===== config.mk =====
export PLATFORM = sky130hd
export DESIGN_NAME = uart_rx_frame_decoder
export DESIGN_NICKNAME = d
export VERILOG_FILES = /design/src/rtl/uart_rx_frame_decoder_pkg.sv /design/src/rtl/uart_rx_frame_decoder_byte_strobe.sv /design/src/rtl/uart_rx_frame_decoder.sv
export SDC_FILE = /design/constraint.sdc
export NUM_CORES = 1
export LEC_CHECK = 0
export ABC_AREA = 1
export CORE_MARGIN = 10
export CORE_UTILIZATION = 60
export CTS_BUF_LIST = sky130_fd_sc_hd__clkbuf_2 sky130_fd_sc_hd__clkbuf_4 sky130_fd_sc_hd__clkbuf_8
export DETAILED_ROUTE_END_ITERATION = 10
export PLACE_DENSITY = 0.9
export SLEW_MARGIN = 0
export SYNTH_ARGS = -nofsm -noshare
export SYNTH_HDL_FRONTEND = slang
export SYNTH_SLANG_ARGS = --single-unit

===== constraint.sdc =====
create_clock -name clock_out -period 4.8 [get_ports clock_out]
set_input_delay 1.44 -clock clock_out [delete_from_list [all_inputs] [get_ports clock_out]]
set_output_delay 1.44 -clock clock_out [all_outputs]
set_load 0.01 [all_outputs]

===== src/rtl/uart_rx_frame_decoder_pkg.sv =====
// Shared types and helpers for the UART frame decoder slice.
// Holds the FSM state encoding and the LEN counter width rule.
package uart_frame_pkg;

    typedef enum logic [2:0] {
        S_IDLE,
        S_LEN,
        S_PAYLOAD,
        S_CHECK,
        S_OUTPUT
    } state_e;

    localparam logic [7:0] SOF_DEFAULT = 8'hA5;

    // Width needed to hold any LEN from 0 to max_payload inclusive.
    function automatic int len_width(input int max_payload);
        return $clog2(max_payload + 1);
    endfunction

endpackage


===== src/rtl/uart_rx_frame_decoder_byte_strobe.sv =====
// Synchronises the receiver ready level and emits one strobe per byte.
// Data is passed through during the strobe cycle, when it is stable.
module uart_byte_strobe #(
    parameter int W = 8
) (
    input  logic         clock_out,
    input  logic         nreset,
    input  logic [W-1:0] rx_data_i,
    input  logic         rx_ready_i,
    output logic         strobe_o,
    output logic [W-1:0] data_o
);

    logic sync1_q;
    logic sync2_q;
    logic prev_q;

    // Flops reset high so an idle-high receiver gives no edge at reset exit.
    always_ff @(posedge clock_out or negedge nreset) begin
        if (!nreset) begin
            sync1_q <= 1'b1;
            sync2_q <= 1'b1;
            prev_q  <= 1'b1;
        end else begin
            sync1_q <= rx_ready_i;
            sync2_q <= sync1_q;
            prev_q  <= sync2_q;
        end
    end

    assign strobe_o = sync2_q & ~prev_q;
    assign data_o   = strobe_o ? rx_data_i : '0;

endmodule


===== src/rtl/uart_rx_frame_decoder.sv =====
// Parses SOF/LEN/payload/CHK frames from the UART byte stream and
// streams checked payload out on a valid/ready byte interface.
module uart_rx_frame_decoder
    import uart_frame_pkg::*;
#(
    parameter int BYTESIZES     = 8,
    parameter int MAX_PAYLOAD   = 16,
    parameter logic [BYTESIZES-1:0] SOF_BYTE = BYTESIZES'(SOF_DEFAULT),
    parameter int TIMEOUT_TICKS = 4096
) (
    input  logic                 clock_out,
    input  logic                 nreset,
    input  logic [BYTESIZES-1:0] rx_data,
    input  logic                 rx_ready,
    output logic [BYTESIZES-1:0] m_data,
    output logic                 m_valid,
    input  logic                 m_ready,
    output logic                 m_last,
    output logic [$clog2(MAX_PAYLOAD+1)-1:0] frame_len,
    output logic                 busy,
    output logic                 err_chk,
    output logic                 err_len,
    output logic                 err_timeout,
    output logic                 err_overrun
);

    localparam int LW = len_width(MAX_PAYLOAD);
    localparam int AW = (MAX_PAYLOAD > 1) ? $clog2(MAX_PAYLOAD) : 1;
    localparam int TW = $clog2(TIMEOUT_TICKS + 1);

    logic                 strobe;
    logic [BYTESIZES-1:0] byte_w;

    state_e               state_q;
    logic [LW-1:0]        len_q;
    logic [LW-1:0]        idx_q;
    logic [LW-1:0]        rd_idx_q;
    logic [LW-1:0]        rd_idx_d;
    logic [BYTESIZES-1:0] chk_q;
    logic [TW-1:0]        tmo_q;
    logic [BYTESIZES-1:0] buf_q [2**AW];
    logic [BYTESIZES-1:0] m_data_q;
    logic                 m_valid_q;
    logic                 m_last_q;
    logic                 err_chk_q;
    logic                 err_len_q;
    logic                 err_tmo_q;
    logic                 err_ovr_q;

    logic                 counting;
    logic                 expire;
    logic                 len_ok;
    logic                 buf_we;

    uart_byte_strobe #(
        .W(BYTESIZES)
    ) u_strobe (
        .clock_out  (clock_out),
        .nreset     (nreset),
        .rx_data_i  (rx_data),
        .rx_ready_i (rx_ready),
        .strobe_o   (strobe),
        .data_o     (byte_w)
    );

    assign counting = (state_q == S_LEN) || (state_q == S_PAYLOAD)
                   || (state_q == S_CHECK);
    // Expiry is judged before the strobe clears the counter, so it wins.
    assign expire   = counting && (tmo_q == TW'(TIMEOUT_TICKS));
    assign len_ok   = (byte_w != '0)
                   && (byte_w <= BYTESIZES'(MAX_PAYLOAD));
    assign buf_we   = (state_q == S_PAYLOAD) && strobe && !expire;
    assign rd_idx_d = rd_idx_q + LW'(1);

    always_ff @(posedge clock_out) begin
        if (buf_we) begin
            buf_q[AW'(idx_q)] <= byte_w;
        end
    end

    always_ff @(posedge clock_out or negedge nreset) begin
        if (!nreset) begin
            state_q   <= S_IDLE;
            len_q     <= '0;
            idx_q     <= '0;
            rd_idx_q  <= '0;
            chk_q     <= '0;
            tmo_q     <= '0;
            m_data_q  <= '0;
            m_valid_q <= 1'b0;
            m_last_q  <= 1'b0;
            err_chk_q <= 1'b0;
            err_len_q <= 1'b0;
            err_tmo_q <= 1'b0;
            err_ovr_q <= 1'b0;
        end else begin
            err_chk_q <= 1'b0;
            err_len_q <= 1'b0;
            err_tmo_q <= 1'b0;
            err_ovr_q <= 1'b0;

            if (!counting || strobe) begin
                tmo_q <= '0;
            end else begin
                tmo_q <= tmo_q + TW'(1);
            end

            if (expire) begin
                err_tmo_q <= 1'b1;
                state_q   <= S_IDLE;
                len_q     <= '0;
                idx_q     <= '0;
                chk_q     <= '0;
                tmo_q     <= '0;
            end else begin
                unique case (state_q)
                    S_IDLE: begin
                        if (strobe && byte_w == SOF_BYTE) begin
                            chk_q   <= '0;
                            state_q <= S_LEN;
                        end
                    end
                    S_LEN: begin
                        if (strobe) begin
                            if (len_ok) begin
                                len_q   <= LW'(byte_w);
                                idx_q   <= '0;
                                chk_q   <= chk_q ^ byte_w;
                                state_q <= S_PAYLOAD;
                            end else begin
                                err_len_q <= 1'b1;
                                state_q   <= S_IDLE;
                            end
                        end
                    end
                    S_PAYLOAD: begin
                        if (strobe) begin
                            chk_q <= chk_q ^ byte_w;
                            idx_q <= idx_q + LW'(1);
                            if (idx_q == len_q - LW'(1)) begin
                                state_q <= S_CHECK;
                            end
                        end
                    end
                    S_CHECK: begin
                        if (strobe) begin
                            if (byte_w == chk_q) begin
                                rd_idx_q  <= '0;
                                m_valid_q <= 1'b1;
                                m_data_q  <= buf_q[0];
                                m_last_q  <= (len_q == LW'(1));
                                state_q   <= S_OUTPUT;
                            end else begin
                                err_chk_q <= 1'b1;
                                state_q   <= S_IDLE;
                            end
                        end
                    end
                    S_OUTPUT: begin
                        if (strobe) begin
                            err_ovr_q <= 1'b1;
                        end
                        if (m_valid_q && m_ready) begin
                            if (m_last_q) begin
                                m_valid_q <= 1'b0;
                                m_last_q  <= 1'b0;
                                m_data_q  <= '0;
                                state_q   <= S_IDLE;
                            end else begin
                                rd_idx_q <= rd_idx_d;
                                m_data_q <= buf_q[AW'(rd_idx_d)];
                                m_last_q <= (rd_idx_d == len_q - LW'(1));
                            end
                        end
                    end
                    default: begin
                        state_q <= S_IDLE;
                    end
                endcase
            end
        end
    end

    assign m_data      = m_data_q;
    assign m_valid     = m_valid_q;
    assign m_last      = m_last_q;
    assign frame_len   = len_q;
    assign busy        = (state_q != S_IDLE);
    assign err_chk     = err_chk_q;
    assign err_len     = err_len_q;
    assign err_timeout = err_tmo_q;
    assign err_overrun = err_ovr_q;

endmodule


==> flow_summary.yaml, run 1 <==
outcome:
  status: "finished clean"
cells_and_area:
  regArea_mm2: 0.00525
  antenna_cells: 0
  multiInputGateArea_mm2: 0.00309
  fillers: 1089
  drive_above_1_share: 0.0617
  nNetsFinal: 1029
  final_cells: 1205
  fin_area_mm2: 0.00966
  area_delta_synth_final_pct: 8.49
  fin_util: 0.665
power:
  peakVddDrop_uv: 243
  power_leakage_nw: 4.25
  p_per_area_mw_per_mm2: 452
floorplanning:
  core_mm2: 0.0145
  initial_core_util: 0.613
  die_h_um: 142
  io_pins: 32
  fp-row-count: 44
  fp.dieW_um: 142
  dieArea_mm2: 0.0201
worst_setup_path:
  reg2regPathDepth: 10
  cp.arrival_ns: 1.93
  path_max_fanout: 4
  crit_path_top_delay_cell: "clkdlybuf4s50_1"
  cp-end-kind: "output pin"
  critPathKind: "reg -> out"
  cp.depth: 5
  cp_top_family: "buffers and inverters"
  start_kind: "flop"
  regToRegSetupSlack_ns: 1.82
  slowest_delay_ns: 0.49
  cp.required_ns: 3.36
  crit_buf_inv: 3
  crit_chain: "nor2_1 -> inv_1 -> nor2_1 -> inv_1 -> clkdlybuf4s50_1"
worst_hold_path:
  hold_class: "reg -> reg"
  hold_depth: 0
clocking:
  path_clk_slew_ns: 0.09
  clk_path_buf_depth: 2
  htreeDepth: 4
  cts_buffers: 17
  cts_root_buf: "clkbuf_8"
  cts_resized: 0
  cts_tree: "built"
  clk_latency_ns: 0.49
  cts_sinks: 184
  post-cts-setup-buffers: 0
  postCtsHoldBufs: 0
place:
  place_area_mm2: 0.00930
  place_hpwl_um: 13900
  port_buffers: 31
  dp.cells: 1173
  gp_congestion: 0.907
yosys:
  synth_warnings: 0
  netlist_area_mm2: 0.00890
  synth.area.mux_share: 0
  synth_flop_cell: "edfxtp_1"
  ys_ff_latch: 184
  synth_cell_types: 34
  syn_inst: 986
  syn_avg_cell_area_um2: 9.03
  synth_enable_flop_cells: 128
  synth_top_family_by_area: "simple AND/OR/NAND/NOR gates"
  ys_async_sr_fraction: 0.304
  synthAdderAreaFrac: 0.0126
  ys_seq_area_frac: 0.590
  synth_compound_area_frac: 0.0225
  syn_nets: 1007
  synth_xor_area_frac: 0.0197
  yosys.area_share.simple: 0.292
sta:
  fin_crit_ns: 3.37
  max_freq_mhz: 297
  final.period_utilization: 0.701
  skew_ns: 0.0122
  setup_tns_ns: 0
  relSlewSlack: 0.316
  drv_slew: 0
  worstMarginPinSlew_ns: 1.02
  rsz0062_at_grt: "no"
  setup-violations-final: 0
  finalHoldViolCount: 0
routing:
  drt_iter0_drc: 942
  wl_um: 21100
  drc: 0
  wl_per_cell_um: 17.5
  num_vias: 7084
  vias_per_cell: 5.88
  ant_nets: 0
  drt-pass1-iter-count: 6
grt:
  track_usage: 0.214
  grt_pass1_vias: 6912
  grt_max_degree: 56
  overflow: 0
  grt_pass1_wl_um: 34400
  antenna_found_initial: 0
job:
  max_cap_violations: 0
cells by family after synthesis:
logic type,Yosys count
and+or+nand+nor,605
xor gates and xnor gates,17
DFF,184
AOI/OAI and AO/OA,35
buffers and inverters,136
adders and majority gates,9
sequential cells by signal (all words and copies together) (netlist names):
| name | count |
|---|---|
| buf_q | 128 |
| chk_q | 8 |
| err_chk | 1 |
| err_len | 1 |
| err_overrun | 1 |
| err_timeout | 1 |
| frame_len | 5 |
| idx_q | 5 |
| m_data | 8 |
| m_last | 1 |
| m_valid | 1 |
| rd_idx_q | 5 |
| state_q | 3 |
| tmo_q | 13 |
| u_strobe.prev_q | 1 |
| u_strobe.sync1_q | 1 |
| u_strobe.sync2_q | 1 |
routing by layer:
| metal | up-vias | share of wire | GRT usage |
|---|---|---|---|
| met5 | - | 0 | 0 |
| met4 | 0 | 0.030 | 0.103 |
| met3 | 61 | 0.085 | 0.0454 |
| met2 | 411 | 0.49 | 0.346 |
| met1 | 3340 | 0.40 | 0.268 |
| li1 | 3272 | - | - |
worst register-to-register path, stage by stage, from the launching register on:
cell,delay [ns]
dfrtp_2,0.88
ha_1,0.41
xor2_4,0.59
inv_4,0.25
nand3_1,0.19
nand3_1,0.13
nand2_1,0.15
nand2_1,0.06
nand2_1,0.10
nand3_1,0.08
nand2_1,0.09
cells in the final DEF (no fill, tap or decap), types with 2 or more instances in the layout:
master / synthesis / final
nand2_1: 355 / 355
edfxtp_1: 128 / 128
nand3_1: 111 / 111
inv_1: 97 / 97
nor2_1: 75 / 75
dfrtp_1: 53 / 52
clkdlybuf4s50_1: 0 / 30
nand4_1: 28 / 28
o21ai_0: 21 / 21
clkbuf_8: 0 / 18
xor2_1: 12 / 12
ha_1: 9 / 9
nor3_1: 8 / 8
o211ai_1: 8 / 8
nand3b_1: 8 / 8
clkinv_2: 0 / 8
buf_4: 2 / 6
nand2_2: 5 / 5
inv_2: 4 / 4
nor4_1: 4 / 4
nand3_2: 4 / 4
a21oi_1: 4 / 4
nor3b_1: 3 / 3
xnor2_1: 3 / 3
dfstp_2: 3 / 3
nor2_2: 2 / 2
clkinv_4: 0 / 2
cell type report:
type,count,share of cell area
Multi-Input combinational cell,666,0.320
Timing Repair Buffer,37,0.0363
Clock buffer,18,0.0257
Tap cell,184,0.0238
Sequential cell,184,0.544
Inverter,102,0.0399
Clock inverter,14,0.0111
metrics by stage:
stage | hold slack, ns | setup WS [ns] | power, W
after floorplan | 0.345 | 1.94 | 0.00295
after global placement | 0.350 | 1.20 | 0.00333
after detailed placement | 0.348 | 1.06 | 0.00339
after CTS | 0.365 | 1.43 | 0.00434
after global routing | 0.368 | 1.34 | 0.00462
final | 0.362 | 1.43 | 0.00437
worst paths after layout:
kind	start	end
hold reg to reg	u_strobe.sync1_q	u_strobe.sync2_q
hold / removal	u_strobe.sync1_q	u_strobe.sync2_q
setup reg to reg	rd_idx_q[0]	m_data[1]
max in group asynchronous	nreset	u_strobe.prev_q
setup / recovery	state_q[1]	busy
min in group asynchronous	nreset	m_data[1]
power breakdown:
part	internal [W]	switching, W
Sequential	0.00185	0.000154
Combinational	0.000499	0.000895
Clock	0.000416	0.000555
synthesized netlist by cell type (2+ instances only):
| cell type | instances | share of area |
|---|---|---|
| buf_2 | 7 | 0.0039 |
| nor2_2 | 2 | 0.0014 |
| nand4_1 | 28 | 0.020 |
| nand3_2 | 4 | 0.0045 |
| edfxtp_1 | 128 | 0.43 |
| nand3b_1 | 8 | 0.0067 |
| inv_1 | 97 | 0.041 |
| nor2_1 | 75 | 0.032 |
| o21ai_0 | 21 | 0.012 |
| nor3_1 | 8 | 0.0045 |
| nand2_2 | 5 | 0.0035 |
| buf_1 | 9 | 0.0038 |
| buf_4 | 2 | 0.0017 |
| inv_2 | 4 | 0.0017 |
| a21oi_1 | 4 | 0.0022 |
| buf_6 | 5 | 0.0063 |
| dfstp_2 | 3 | 0.0089 |
| dfrtp_1 | 53 | 0.15 |
| ha_1 | 9 | 0.013 |
| nand3_1 | 111 | 0.062 |
| xor2_1 | 12 | 0.012 |
| xnor2_1 | 3 | 0.0030 |
| o211ai_1 | 8 | 0.0067 |
| nor4_1 | 4 | 0.0028 |
| nand2_1 | 355 | 0.15 |
| clkbuf_1 | 11 | 0.0046 |
| nor3b_1 | 3 | 0.0025 |
No activity file was read; power rests on OpenSTA's default activity.
==> run 2: changes to the inputs <==
==> constraint.sdc (replaced) <==
create_clock -name clock_out -period 3.5 [get_ports clock_out]
set_input_delay 1.05 -clock clock_out [delete_from_list [all_inputs] [get_ports clock_out]]
set_output_delay 1.05 -clock clock_out [all_outputs]
set_load 0.01 [all_outputs]
==> run 2 against run 1 <==
Effect of this change:
- clock power increased by 42%
- die area unchanged
- design area increased by 1.4%
- critical endpoint unchanged
- count of clock-buffer cells in the layout increased by 1
- hold slack about the same
- clock skew increased by 0.0041 ns
==> flow_summary.yaml, run 2 (synthesis results as in run 1) <==
outcome:
  status: "finished clean"
sta:
  skew_ns: 0.0163
  final.period_utilization: 0.823
  setup_tns_ns: 0
  worstMarginPinSlew_ns: 0.911
  finalHoldViolCount: 0
  max_freq_mhz: 347
  whs_ns: 0.362
  fin_crit_ns: 2.88
  setup-violations-final: 0
  rsz0062_at_grt: "no"
  relSlewSlack: 0.391
  drv_slew: 0
clocking:
  cts_tree: "built"
  postCtsHoldBufs: 0
  path_clk_slew_ns: 0.10
  htreeDepth: 4
  cts_buffers: 17
  clk_latency_ns: 0.49
  cts_root_buf: "clkbuf_8"
  post-cts-setup-buffers: 0
  clk_path_buf_depth: 2
  cts_resized: 0
  cts_sinks: 184
floorplanning:
  dieArea_mm2: 0.0201
  core_mm2: 0.0145
  fp-row-count: 44
  io_pins: 32
  fp.dieW_um: 142
  die_h_um: 142
  initial_core_util: 0.613
cells_and_area:
  fillers: 1054
  largest_register_ffs: 128
  drive_above_1_share: 0.0763
  nNetsFinal: 1044
  area_delta_synth_final_pct: 10.0
  regArea_mm2: 0.00525
  final_cell_mix: "355 x nand2_1, 128 x edfxtp_1, 111 x nand3_1, 97 x inv_1, 75 x nor2_1"
  multiInputGateArea_mm2: 0.00309
  antenna_cells: 0
  largestRegisters: "buf_q (128), tmo_q (13)"
  final_common_cell: "nand2_1"
  regMostFlops: "buf_q"
routing:
  vias_per_cell: 5.78
  drt-pass1-iter-count: 5
  wl_um: 21300
  ant_nets: 0
  wl_per_cell_um: 17.5
  drc: 0
  drt_iter0_drc: 889
  num_vias: 7050
worst_setup_path:
  start_kind: "flop"
  crit_chain: "nor2_1 -> inv_1 -> nor2_1 -> inv_1 -> clkdlybuf4s50_1"
  crit_buf_inv: 3
  crit_path_top_delay_cell: "clkdlybuf4s50_1"
  cp_top_family: "buffers and inverters"
  cp-end-kind: "output pin"
  cp.required_ns: 2.45
  cp.arrival_ns: 1.83
  path_max_fanout: 4
  critPathKind: "reg -> out"
  slowest_delay_ns: 0.48
place:
  port_buffers: 31
  place_hpwl_um: 14300
  gp_congestion: 0.923
job:
  max_cap_violations: 0
grt:
  track_usage: 0.215
  grt_pass1_vias: 6887
  grt_max_degree: 74
  grt_pass1_wl_um: 34400
  antenna_found_initial: 0
  overflow: 0
worst_hold_path:
  hold_class: "reg -> reg"
power:
  p_per_area_mw_per_mm2: 621
  peakVddDrop_uv: 320
  power_leakage_nw: 4.34
run 2: metal layers:
layer,up-vias,part of all wire,track usage
met5,-,0,0
met4,0,0.035,0.102
met3,65,0.083,0.0451
met2,401,0.49,0.344
met1,3285,0.40,0.273
li1,3299,-,-
run 2: path summary, 6_finish.rpt:
check | from | to | slack, ns | cells after the start
worst max-delay path | state_q[1] | busy | 0.62 | 5
worst min-delay path | u_strobe.sync1_q | u_strobe.sync2_q | 0.36 | 0
worst max register to register | tmo_q[0] | buf_q[8][7] | 0.72 | 11
worst min register to register | u_strobe.sync1_q | u_strobe.sync2_q | 0.36 | 0
max in group asynchronous | nreset | u_strobe.sync2_q | 2.26 | 2
min in group asynchronous | nreset | m_data[6] | 0.56 | 1
run 2: per-stage QoR:
stage,instances,total power (W),setup slack [ns],utilization,area [µm²]
6_report,1220,0.00608,0.621,0.674,9790
5_1_grt,1220,0.00644,0.459,0.674,9790
4_1_cts,1220,0.00605,0.621,0.674,9790
3_3_place_gp,1188,0.00461,0.508,0.648,9420
2_1_floorplan,986,0.00405,1.03,-,8900
3_5_place_dp,1188,0.00470,0.441,0.648,9420
run 2: final cells by class:
| cell class | instances | share of cell area |
|---|---|---|
| flip-flops and latches | 184 | 0.536 |
| repair buffers | 52 | 0.0473 |
| inverters | 102 | 0.0394 |
| well taps | 184 | 0.0235 |
| clock buffers | 19 | 0.0267 |
| multi-input cells | 666 | 0.315 |
| clock inverters | 13 | 0.0119 |
run 2: worst reg2reg max path, cell delays in order (launching register included):
cell	delay (ns)
dfrtp_1	0.36
inv_1	0.07
ha_1	0.23
nand4_1	0.13
nor2_1	0.07
nand2_2	0.28
inv_2	0.16
nor2_1	0.12
nand2_1	0.07
inv_1	0.13
nand2_1	0.14
nor2_1	0.64
run 2: power breakdown:
group          total [W]  switching (W)  internal (W)
clock network    0.00138       0.000776      0.000607
registers        0.00272       0.000190       0.00253
logic            0.00198        0.00127      0.000712
==> run 3: changes to the inputs <==
==> constraint.sdc (replaced) <==
create_clock -name clock_out -period 3 [get_ports clock_out]
set_input_delay 0.9 -clock clock_out [delete_from_list [all_inputs] [get_ports clock_out]]
set_output_delay 0.9 -clock clock_out [all_outputs]
set_load 0.01 [all_outputs]
==> run 3 against run 2 <==
Effect of this change:
- the flow now finishes with violations (DRC)
- largest power group unchanged
- clock power is 20% higher
- largest cell class unchanged
- cell count is 1.2% higher
- first-iteration DRC count is 3.8% higher
- clock skew decreased by 0.0041 ns
- setup slack worse by 0.31 ns
==> flow_summary.yaml, run 3 (synthesis results as in run 1) <==
cells_and_area:
  regMostFlops: "buf_q"
  nNetsFinal: 1059
  final_common_cell: "nand2_1"
  largestRegisters: "buf_q (128), tmo_q (13)"
  largest_register_ffs: 128
  area_delta_synth_final_pct: 11.4
  final_cell_mix: "355 x nand2_1, 128 x edfxtp_1, 111 x nand3_1, 97 x inv_1, 75 x nor2_1"
  final_cells: 1235
  antenna_cells: 0
  drive_above_1_share: 0.0885
  fin_util: 0.683
clocking:
  htreeDepth: 4
  clk_latency_ns: 0.48
  postCtsHoldBufs: 0
  cts_root_buf: "clkbuf_8"
  cts_buffers: 17
  post-cts-setup-buffers: 0
  path_clk_slew_ns: 0.09
  cts_tree: "built"
  clk_path_buf_depth: 2
  cts_resized: 0
  cts_sinks: 184
floorplanning:
  io_pins: 32
  core_mm2: 0.0145
  fp.dieW_um: 142
  initial_core_util: 0.613
  die_h_um: 142
  dieArea_mm2: 0.0201
  fp-row-count: 44
sta:
  rsz0062_at_grt: "no"
  setup_tns_ns: 0
  skew_ns: 0.0122
  finalHoldViolCount: 0
  final.period_utilization: 0.898
  max_freq_mhz: 371
  worstMarginPinSlew_ns: 0.914
  fin_crit_ns: 2.69
  relSlewSlack: 0.390
  drv_slew: 0
  whs_ns: 0.362
  finalWorstSetupSlack_ns: 0.307
  setup-violations-final: 0
grt:
  antenna_found_initial: 0
  track_usage: 0.217
  grt_max_degree: 74
  grt_pass1_vias: 6847
  grt_pass1_wl_um: 34600
  overflow: 0
routing:
  route.top_layer_used: "met4"
  ant_nets: 0
  drc: 1
  wl_met2_um: 10600
  wl_um: 21600
  drt-pass1-iter-count: 11
  wl_per_cell_um: 17.5
  vias_per_cell: 5.72
  drt-met1-wl_um: 8480
  drt_iter0_drc: 923
  num_vias: 7068
  met3_length_um: 1820
place:
  port_buffers: 31
  place_worst_setup_slack_ns: 0.319
  place_hpwl_um: 14200
  dp.cells: 1203
  gp_congestion: 0.900
worst_setup_path:
  critPathKind: "reg -> out"
  reg2reg_from: "tmo_q[0]"
  regToRegSetupSlack_ns: 0.53
  cp.arrival_ns: 1.79
  cp-end-kind: "output pin"
  reg2regPathDepth: 12
  r2r-end: "buf_q[2][1]"
  cp.required_ns: 2.10
  path_max_fanout: 4
  start_kind: "flop"
worst_hold_path:
  hold_end: "u_strobe.sync2_q"
  min_from: "u_strobe.sync1_q"
  hold_depth: 0
  hold_class: "reg -> reg"
outcome:
  violations: "DRC"
  status: "complete, but fails checks"
power:
  p_per_area_mw_per_mm2: 720
  peakVddDrop_uv: 342
  power_leakage_nw: 4.42
job:
  max_cap_violations: 0
## run 3: cell count changes in the layout (fill, tap and decap cells not counted), sizes merged
| cell | change |
|---|---|
| clkinv | +2 |
| buf | +15 |
| inv | -5 |
| bufinv | +1 |
| clkbuf | +2 |
## run 3: worst max path at each step
| stage | startpoint | end | slack [ns] | depth (start not counted) |
|---|---|---|---|---|
| final | state_q[1] | busy | 0.31 | 5 |
| after floorplan | rx_data[3] | chk_q[1] | 0.68 | 10 |
| after global placement | rx_data[1] | rd_idx_q[0] | 0.36 | 10 |
| after detailed placement | rx_data[1] | rd_idx_q[3] | 0.32 | 10 |
| after global routing | state_q[1] | busy | 0.14 | 5 |
| after CTS | state_q[1] | busy | 0.29 | 5 |
## run 3: cell type report
cell class,instances,area [µm²]
Clock buffer,21,270
Fill cell,1054,4610
Inverter,102,385
Timing Repair Buffer,67,576
Clock inverter,11,123
Sequential cell,184,5250
Multi-Input combinational cell,666,3090
Tap cell,184,230
## run 3: worst max-delay path, cell delays in order, from the launching register on
cell and delay [ns]:
dfrtp_1 0.42, nor2_1 0.14, inv_1 0.07, nor2_1 0.12, inv_1 0.09, clkdlybuf4s50_1 0.49
## run 3: per-layer routing
metal	track usage	vias up
met5	0	-
met4	0.0871	0
met3	0.0597	61
met2	0.356	357
met1	0.267	3315
li1	-	3335
## run 3: power by group
part | internal [W] | switching [W]
Sequential | 0.00295 | 0.000225
Clock | 0.000790 | 0.000870
Combinational | 0.000850 | 0.00146
## run 3: stage by stage
step / power, W / instance area, µm²
finish: 0.00715 / 9920
global route: 0.00755 / 9920
CTS: 0.00712 / 9920
detailed placement: 0.00549 / 9530
global placement: 0.00538 / 9530
floorplan: 0.00472 / 8900
